[config.mk]
export PLATFORM = sky130hd
export DESIGN_NAME = ad9833_rx_flat
export DESIGN_NICKNAME = d
export VERILOG_FILES = /design/src/rtl/ad9833_rx_if.sv /design/src/rtl/ad9833_rx.sv /design/src/flat_wrapper.sv
export SDC_FILE = /design/constraint.sdc
export NUM_CORES = 1
export LEC_CHECK = 0
export BUFFER_PORTS_ARGS = -buffer_cell sky130_fd_sc_hd__buf_2
export CAP_MARGIN = 20
export CORE_ASPECT_RATIO = 1.2
export CORE_MARGIN = 2
export CORE_UTILIZATION = 45
export DETAILED_ROUTE_END_ITERATION = 10
export GPL_ROUTABILITY_DRIVEN = 0
export GPL_TIMING_DRIVEN = 0
export PLACE_DENSITY = 0.67
export SYNTH_ARGS = -nofsm -noshare
export SYNTH_HDL_FRONTEND = slang
export SYNTH_SLANG_ARGS = --single-unit
[constraint.sdc]
create_clock -name clk -period 2.31 [get_ports clk]
set_input_delay 0.231 -clock clk [delete_from_list [all_inputs] [get_ports clk]]
set_output_delay 0.231 -clock clk [all_outputs]
set_load 0.02 [all_outputs]
[src/rtl/ad9833_rx_if.sv]
// AD9833-style 3-wire serial bus: fsync (active low), sclk, sdata.
// The driver owns all three lines; the receiver only observes them.
interface ad9833_rx_if;
  logic fsync;
  logic sclk;
  logic sdata;

  modport master (output fsync, output sclk, output sdata);
  modport slave  (input fsync, input sclk, input sdata);
endinterface

[src/rtl/ad9833_rx.sv]
// Oversampling AD9833 serial-word receiver that mirrors the DDS register file
// (control, FREQ0/1, PHASE0/1) from the words seen on the 3-wire bus.
module ad9833_rx #(
  parameter int unsigned SYNC_STAGES = 2,
  parameter bit          SAMPLE_EDGE = 1'b1
) (
  input  logic               clk,
  input  logic               rst_n,
  ad9833_rx_if.slave         bus,
  output logic [15:0]        word,
  output logic               word_valid,
  output logic [13:0]        ctrl_reg,
  output logic [27:0]        freq0,
  output logic [27:0]        freq1,
  output logic [11:0]        phase0,
  output logic [11:0]        phase1,
  output logic               frame_err
);

  typedef enum logic [0:0] {StIdle, StShift} state_e;

  logic [SYNC_STAGES-1:0] fsync_sync_q, sclk_sync_q, sdata_sync_q;
  logic                   fsync_prev_q, sclk_prev_q;
  logic                   fsync_s, sclk_s, sdata_s, sample_edge;

  state_e      state_q;
  logic [3:0]  bit_cnt_q;
  logic [15:0] shift_q;
  logic        pend_q, tgt_q;
  logic [13:0] held_q;

  logic [15:0] word_asm;
  logic [13:0] payload, ctrl_d, held_d;
  logic [27:0] freq0_d, freq1_d;
  logic [11:0] phase0_d, phase1_d;
  logic        pend_d, tgt_d;

  always_ff @(posedge clk or negedge rst_n) begin
    if (!rst_n) begin
      fsync_sync_q <= '1;
      sclk_sync_q  <= '0;
      sdata_sync_q <= '0;
      fsync_prev_q <= 1'b1;
      sclk_prev_q  <= 1'b0;
    end else begin
      fsync_sync_q <= {fsync_sync_q[SYNC_STAGES-2:0], bus.fsync};
      sclk_sync_q  <= {sclk_sync_q[SYNC_STAGES-2:0], bus.sclk};
      sdata_sync_q <= {sdata_sync_q[SYNC_STAGES-2:0], bus.sdata};
      fsync_prev_q <= fsync_s;
      sclk_prev_q  <= sclk_s;
    end
  end

  assign fsync_s     = fsync_sync_q[SYNC_STAGES-1];
  assign sclk_s      = sclk_sync_q[SYNC_STAGES-1];
  assign sdata_s     = sdata_sync_q[SYNC_STAGES-1];
  assign sample_edge = SAMPLE_EDGE ? (sclk_s & ~sclk_prev_q) : (~sclk_s & sclk_prev_q);

  assign word_asm = {shift_q[14:0], sdata_s};
  assign payload  = word_asm[13:0];

  // Register-file next state if word_asm were committed this cycle.
  always_comb begin
    ctrl_d   = ctrl_reg;
    freq0_d  = freq0;
    freq1_d  = freq1;
    phase0_d = phase0;
    phase1_d = phase1;
    pend_d   = pend_q;
    tgt_d    = tgt_q;
    held_d   = held_q;
    case (word_asm[15:14])
      2'b00: begin
        ctrl_d = payload;
        pend_d = 1'b0;
      end
      2'b01, 2'b10: begin
        // tgt: 0 = FREQ0, 1 = FREQ1
        if (ctrl_reg[13]) begin
          if (!pend_q || (tgt_q != word_asm[15])) begin
            held_d = payload;
            pend_d = 1'b1;
            tgt_d  = word_asm[15];
          end else begin
            pend_d = 1'b0;
            if (word_asm[15]) freq1_d = {payload, held_q};
            else              freq0_d = {payload, held_q};
          end
        end else if (ctrl_reg[12]) begin
          if (word_asm[15]) freq1_d[27:14] = payload;
          else              freq0_d[27:14] = payload;
        end else begin
          if (word_asm[15]) freq1_d[13:0] = payload;
          else              freq0_d[13:0] = payload;
        end
      end
      default: begin
        if (word_asm[13]) phase1_d = word_asm[11:0];
        else              phase0_d = word_asm[11:0];
      end
    endcase
  end

  always_ff @(posedge clk or negedge rst_n) begin
    if (!rst_n) begin
      state_q    <= StIdle;
      bit_cnt_q  <= '0;
      shift_q    <= '0;
      pend_q     <= 1'b0;
      tgt_q      <= 1'b0;
      held_q     <= '0;
      word       <= '0;
      word_valid <= 1'b0;
      ctrl_reg   <= '0;
      freq0      <= '0;
      freq1      <= '0;
      phase0     <= '0;
      phase1     <= '0;
      frame_err  <= 1'b0;
    end else begin
      word_valid <= 1'b0;
      frame_err  <= 1'b0;
      case (state_q)
        StIdle: begin
          if (!fsync_s) state_q <= StShift;
        end
        StShift: begin
          // fsync release takes priority over a coincident sampling edge
          if (fsync_s) begin
            if (bit_cnt_q != 4'd0) frame_err <= 1'b1;
            bit_cnt_q <= '0;
            state_q   <= StIdle;
          end else if (sample_edge) begin
            shift_q   <= word_asm;
            bit_cnt_q <= bit_cnt_q + 4'd1;
            if (bit_cnt_q == 4'd15) begin
              word       <= word_asm;
              word_valid <= 1'b1;
              ctrl_reg   <= ctrl_d;
              freq0      <= freq0_d;
              freq1      <= freq1_d;
              phase0     <= phase0_d;
              phase1     <= phase1_d;
              pend_q     <= pend_d;
              tgt_q      <= tgt_d;
              held_q     <= held_d;
            end
          end
        end
        default: state_q <= StIdle;
      endcase
    end
  end

endmodule

[src/flat_wrapper.sv]
// flat-port wrapper written by rule: the top's interface ports become plain ports
module ad9833_rx_flat 
#(
  parameter int unsigned SYNC_STAGES = 2,
  parameter bit          SAMPLE_EDGE = 1'b1
)
  (clk, rst_n, word, word_valid, ctrl_reg, freq0, freq1, phase0, phase1, frame_err, bus_fsync, bus_sclk, bus_sdata);
  ad9833_rx_if bus_i ();
  input  logic clk;
  input  logic rst_n;
  output logic [15:0] word;
  output logic word_valid;
  output logic [13:0] ctrl_reg;
  output logic [27:0] freq0;
  output logic [27:0] freq1;
  output logic [11:0] phase0;
  output logic [11:0] phase1;
  output logic frame_err;
  input wire logic [$bits(bus_i.fsync)-1:0] bus_fsync;
  input wire logic [$bits(bus_i.sclk)-1:0] bus_sclk;
  input wire logic [$bits(bus_i.sdata)-1:0] bus_sdata;
  assign bus_i.fsync = bus_fsync;
  assign bus_i.sclk = bus_sclk;
  assign bus_i.sdata = bus_sdata;
  ad9833_rx #(.SYNC_STAGES(SYNC_STAGES), .SAMPLE_EDGE(SAMPLE_EDGE)) u_core (.clk(clk), .rst_n(rst_n), .bus(bus_i), .word(word), .word_valid(word_valid), .ctrl_reg(ctrl_reg), .freq0(freq0), .freq1(freq1), .phase0(phase0), .phase1(phase1), .frame_err(frame_err));
endmodule
==> reports/metrics.cfg, run 1 <==
[run_status]
status = finished clean

[yosys]
yosys-top-cells-area = dfrtp_1, mux2_2, mux2_4
yosys_warnings = 0
ys_seq_area_share_pct = 61.2
synth.avg_cell_area_um2 = 16.3
synth-seq-cells = 155
synth_top_area_share_pct = 60.4
syn_area_um2 = 6340
yosys.cell_types.count = 41
yosysTopAreaCell = dfrtp_1
synthCells = 390
syn_nets = 400

[global_route]
grt_pass1_vias = 3791
track_usage_pct = 17.7
antenna_found_initial = 0
grt_max_degree = 89
grt_overflow_total = 0
grt_first_pass_wirelength_mm = 20.8

[sta]
tns_ps = 0
finalClockSkew_ps = 7.74
setup_viol_count_final = 0
drv_slew = 0
tightest_slew_ps = 627
relSlewSlack_pct = 58.2
final_hold_viol_count = 0
fmax_ghz = 0.466
finalCritPeriodShare_pct = 93.0
min_period_ps = 2150
rsz0062_at_grt = no

[final_layout]
nets = 540
layout_commonest_cell = dfrtp_1
diodes = 0
final_core_util_pct = 57.3
regArea_um2 = 3880
fillers = 1114
top_regs = u_core.freq0 (28), u_core.freq1 (28), u_core.word (16)
drive_gt1_share_pct = 61.3
syn2layout_area_growth_pct = 24.4
instances_no_fill = 714
multiInputGateArea_um2 = 2270
mostFrequentLayoutCells = dfrtp_1, mux2_2, buf_2

[power_and_ir_drop]
p_per_area_nw_per_um2 = 789
total_power_mw = 6.22
leakage_nw = 4.34
vdd_ir_drop_max_uv = 462

[placement]
io_buffers = 116
dp_hpwl_mm = 8.67
placedCellCount = 678

[hold_path]
hp-class = flop to flop

[clocking]
clock_latency_ps = 420
cts_root_buffer = clkbuf_16
clockBufferDepth = 2
path_clk_slew_ps = 60
cts_made_buffers = 17
cts.sink_count = 155
cts_tree = built
cts_htree_levels = 4

[routing]
firstDrtPassIters = 5
vias = 3621
wl_mm = 12.6
viasPerCell = 5.07
routedWlPerCell_um = 17.7
ant_nets = 0
drc_errors = 0
initialDrtViolationCount = 178

[floorplanning]
rows = 47
start_util_pct = 46.1
core_area_um2 = 13800
die-area_um2 = 15100
io_pins = 117
die_height_um = 134
die_w_um = 112

[critical_path]
crit_buf_inv = 2
path_cells = inv_1 > ha_1 > nor3b_2 > o2111ai_4 > buf_6 > mux2_4
critPathMaxFanout = 10
critPathKind = flop to flop
worst-endpoint-arrival_ps = 2450
worstSetupEndpointType = flop
required_ps = 2610
critPathTopFamily = flip-flops
max_stage_delay_ps = 480
slowest_stage = dfrtp_2
critPathLaunchType = flop

[job]
maxCapViolCount = 0

## power breakdown
group / switching [mW] / internal, mW
clock: 1.13 / 2.02
sequential: 0.0194 / 2.76
combinational: 0.194 / 0.0919
total: 1.35 / 4.87
## final timing paths
path                       cells past startpoint                            start                               end  slack [ps]
setup / recovery                               6   u_core.shift_q[14]$_DFFE_PN0P_      u_core.freq0[26]$_DFFE_PN0P_         160
min in group asynchronous                      2                            rst_n      u_core.freq0[20]$_DFFE_PN0P_         370
hold / removal                                 0  u_core.sclk_sync_q[0]$_DFF_PN0_   u_core.sclk_sync_q[1]$_DFF_PN0_         350
setup reg to reg                               6   u_core.shift_q[14]$_DFFE_PN0P_      u_core.freq0[26]$_DFFE_PN0P_         160
hold reg to reg                                0  u_core.sclk_sync_q[0]$_DFF_PN0_   u_core.sclk_sync_q[1]$_DFF_PN0_         350
max in group asynchronous                      3                            rst_n  u_core.fsync_sync_q[0]$_DFF_PN1_        1070
## what timing repair did
action,CTS,global route
endpoints found under the hold margin,70,0
endpoints found under the setup margin,10,11
gates resized for setup,1,1
buffers inserted,0,0
hold buffers,4,0
gates cloned,0,0
## kinds of logic (layout without fill, tap and decap cells)
| logic type | after synthesis | after routing | share of synthesized area [%] |
|---|---|---|---|
| AO/OA/AOI/OAI | 14 | 14 | 2.29 |
| XOR/XNOR | 1 | 1 | 0.257 |
| adder cells (fa/ha/maj) | 5 | 5 | 0.987 |
| buffers and inverters | 35 | 188 | 3.04 |
| flip-flops | 155 | 155 | 61.2 |
| multiplexers | 153 | 153 | 28.9 |
| AND/OR/NAND/NOR | 27 | 27 | 3.26 |
## cells in the mapped netlist, drive strengths merged
master,instances
dfstp,2
buf,24
dfrtp,153
o31ai,1
and3,1
mux2,152
a31oi,1
nand3,1
o21ai,4
nor4,1
nor3b,2
ha,5
clkbuf,2
nand2b,1
and2,1
xor2,1
a22o,1
a21oi,1
and3b,1
nor3,1
inv,9
nand4,3
a2bb2oi,1
o2111a,1
mux2i,1
o22ai,2
o2111ai,2
nor2b,2
nor2,2
nand3b,1
nand2,10
## per-layer routing
| layer | share of wire (%) | GRT usage [%] | up-vias |
|---|---|---|---|
| met3 | 4.5 | 5.11 | 7 |
| met4 | 0.75 | 5.22 | 0 |
| li1 | - | - | 1660 |
| met2 | 51 | 29.6 | 94 |
| met1 | 44 | 22.7 | 1860 |
| met5 | 0 | 0 | - |
## layout make-up
cell class	count	share of cell area (%)
tap	171	2.71
clock buffer	20	5.92
sequential	155	49.2
multi-input combinational	200	28.7
buffer	26	2.01
inverter	9	0.428
timing repair buffer	121	8.30
clock inverter	12	2.65
## per-stage QoR
stage                     instance area, um2  setup slack (ps)  hold WS [ps]
after global placement                  7130             -1190           333
final                                   7890               162           347
after CTS                               7880              98.9           349
after floorplan                         6340               315         -64.6
after global routing                    7890              51.8           360
after detailed placement                7170             -20.9           269
## worst register-to-register path, cell delays in order, from the launching register on
cell	delay [ps]
dfrtp_2	480
inv_1	80
ha_1	330
nor3b_2	350
o2111ai_4	250
buf_6	240
mux2_4	300
Note: power is estimated with default switching activity, not from simulation.
==> inputs of run 2 (changes only) <==
==> constraint.sdc (replaced) <==
create_clock -name clk -period 2.31 [get_ports clk]
set_input_delay 0.231 -clock clk [delete_from_list [all_inputs] [get_ports clk]]
set_output_delay 0.231 -clock clk [all_outputs]
set_load 0.1 [all_outputs]
==> run 2 against run 1 <==
- sequential power hardly changed
- sequential share of layout area is 0.33 points higher
- critical path depth stayed put
- clock skew is 1.0 ps higher
- maximum frequency is 0.14% lower
- non-clock buffer count stayed put
- worst hold slack better by 5.3 ps
- combinational power is 2% higher
==> reports/metrics.cfg, run 2 (synthesis gave the netlist of run 1 again) <==
[floorplanning]
die_w_um = 112  ; unchanged
die_height_um = 134  ; unchanged
io_pins = 117  ; unchanged
core_area_um2 = 13800  ; unchanged
start_util_pct = 46.1  ; unchanged
die-area_um2 = 15100  ; unchanged
rows = 47  ; unchanged

[critical_path]
critPathTopFamily = flip-flops
path_cells = inv_1 > ha_1 > nor3b_4 > o2111ai_4 > buf_6 > mux2_4
r2r-start = u_core.shift_q[14]$_DFFE_PN0P_
rrSetupSlack_ps = 160  ; about the same
reg2regPathDepth = 6  ; unchanged
critPathMaxFanout = 10  ; unchanged
critPathKind = flop to flop
r2r_end = u_core.freq0[26]$_DFFE_PN0P_
slowest_stage = dfrtp_2
crit_buf_inv = 2  ; unchanged
required_ps = 2600  ; about the same
worst-endpoint-arrival_ps = 2440  ; about the same
worstSetupEndpointType = flop
critPathLaunchType = flop
max_stage_delay_ps = 490  ; about the same

[clocking]
cts_root_buffer = clkbuf_16
cts.sink_count = 155  ; unchanged
cts_tree = built
cts_setup_buffers = 0  ; unchanged
path_clk_slew_ps = 60  ; about the same
cts_made_buffers = 17  ; unchanged
clock_latency_ps = 410  ; about the same
cts_htree_levels = 4  ; unchanged
clockBufferDepth = 2  ; unchanged

[final_layout]
nets = 540  ; unchanged
fillers = 1121  ; +0.63%
regArea_um2 = 3880  ; about the same
layout_commonest_cell = dfrtp_1
instances_no_fill = 711  ; -0.42%
top_regs = u_core.freq0 (28), u_core.freq1 (28), u_core.word (16)
syn2layout_area_growth_pct = 23.6
diodes = 0  ; unchanged
multiInputGateArea_um2 = 2290  ; +0.88%
drive_gt1_share_pct = 60.9  ; -0.40 points
mostFrequentLayoutCells = dfrtp_1, mux2_2, buf_2

[sta]
tns_ps = 0  ; unchanged
setup_viol_count_final = 0  ; unchanged
min_period_ps = 2150  ; +3.09 ps
rsz0062_at_grt = no
drv_slew = 0  ; unchanged
finalClockSkew_ps = 8.77  ; +1.03 ps
finalCritPeriodShare_pct = 93.1  ; +0.13 points
fmax_ghz = 0.465  ; -0.14%
tightest_slew_ps = 740  ; +113 ps
final_hold_viol_count = 0  ; unchanged
relSlewSlack_pct = 50.7  ; -7.5 points

[hold_path]
worstHoldEndpoint = u_core.sdata_sync_q[1]$_DFF_PN0_
holdCritStartpoint = u_core.sdata_sync_q[0]$_DFF_PN0_
hp-class = flop to flop
hold_path_depth = 0  ; unchanged

[power_and_ir_drop]
power_frac_comb_pct = 4.9  ; +0.3 points
switchingPower_mw = 1.26  ; -6.2%
leakage_nw = 4.31  ; -0.75%
p_seq_share_pct = 46.7  ; +2.0 points
netSwitchingFraction_pct = 21.2  ; -0.46 points
p_clk_share_pct = 48.4  ; -2.3 points
p_int_mw = 4.70  ; -3.6%
p_per_area_nw_per_um2 = 761  ; -3.5%
vdd_ir_drop_max_uv = 411  ; -11%

[global_route]
track_usage_pct = 18.2  ; +0.45 points
antenna_found_initial = 0  ; unchanged
grt_overflow_total = 0  ; unchanged
grt_max_degree = 81  ; -9.0%
grt_first_pass_wirelength_mm = 21.1  ; +1.1%
grt_pass1_vias = 3840  ; +1.3%

[routing]
drc_errors = 0  ; unchanged
vias = 3582  ; -1.1%
viasPerCell = 5.04  ; -0.66%
wl_mm = 12.9  ; +2.2%
firstDrtPassIters = 4  ; -1
ant_nets = 0  ; unchanged
routedWlPerCell_um = 18.2  ; +2.6%
initialDrtViolationCount = 160  ; -10%

[run_status]
status = finished clean

[placement]
io_buffers = 116  ; unchanged
placedCellCount = 678  ; unchanged
dp_hpwl_mm = 8.77  ; +1.1%

[job]
maxCapViolCount = 0  ; unchanged

[run 2: per-stage QoR]
step	instance area, um2	util, %	worst slack (ps)	hold slack (ps)	total power, mW
global placement	7130	51.8	-1460	333	3.11
detailed placement	7170	52.1	25.8	324	3.13
finish	7840	56.9	159	352	5.96
floorplan	6340	-	208	-64.6	2.98
global route	7840	56.9	16.4	358	6.21
CTS	7810	56.8	92.0	354	6.03
[run 2: worst max-delay path by stage]
stage                                      endpoint  cells after the start                             from  slack, ps
floorplan              u_core.freq1[10]$_DFFE_PN0P_                      4  u_core.ctrl_reg[12]$_DFFE_PN0P_        210
global placement    u_core.ctrl_reg[13]$_DFFE_PN0P_                      1                            rst_n      -1460
detailed placement     u_core.freq0[18]$_DFFE_PN0P_                      6   u_core.shift_q[14]$_DFFE_PN0P_         30
CTS                     u_core.freq1[6]$_DFFE_PN0P_                      7   u_core.shift_q[14]$_DFFE_PN0P_         90
global route           u_core.freq0[22]$_DFFE_PN0P_                      6   u_core.shift_q[14]$_DFFE_PN0P_         20
finish                 u_core.freq0[26]$_DFFE_PN0P_                      6   u_core.shift_q[14]$_DFFE_PN0P_        160
[run 2: metal layers]
metal	vias up	track usage, %	part of all wire, %
li1	1645	-	-
met5	-	0	0
met4	0	5.22	1.3
met1	1833	24.1	44
met2	91	30.2	51
met3	13	4.38	3.9
[run 2: repair_timing]
action | in CTS | in global routing
pin swaps | 0 | 0
hold buffers | 4 | 0
gates resized for setup | 1 | 4
setup endpoints to repair | 10 | 23
hold endpoints to repair | 82 | 0
[run 2: cell type report]
| type | instances | share of cell area, % |
|---|---|---|
| sequential | 155 | 49.6 |
| multi-input combinational | 200 | 29.2 |
| timing repair buffer | 121 | 8.35 |
| clock buffer | 21 | 5.88 |
| tap | 171 | 2.73 |
| buffer | 26 | 2.03 |
| clock inverter | 8 | 1.84 |
| inverter | 9 | 0.431 |
[run 2: power groups by stage]
stage          Clock (mW)  Combinational (mW)  Sequential [mW]
3_5_place_dp            0               0.299             2.83
6_report             2.89               0.292             2.78
2_1_floorplan           0               0.154             2.83
4_1_cts              2.94               0.306             2.78
5_1_grt              3.08               0.337             2.79
3_3_place_gp            0               0.283             2.83
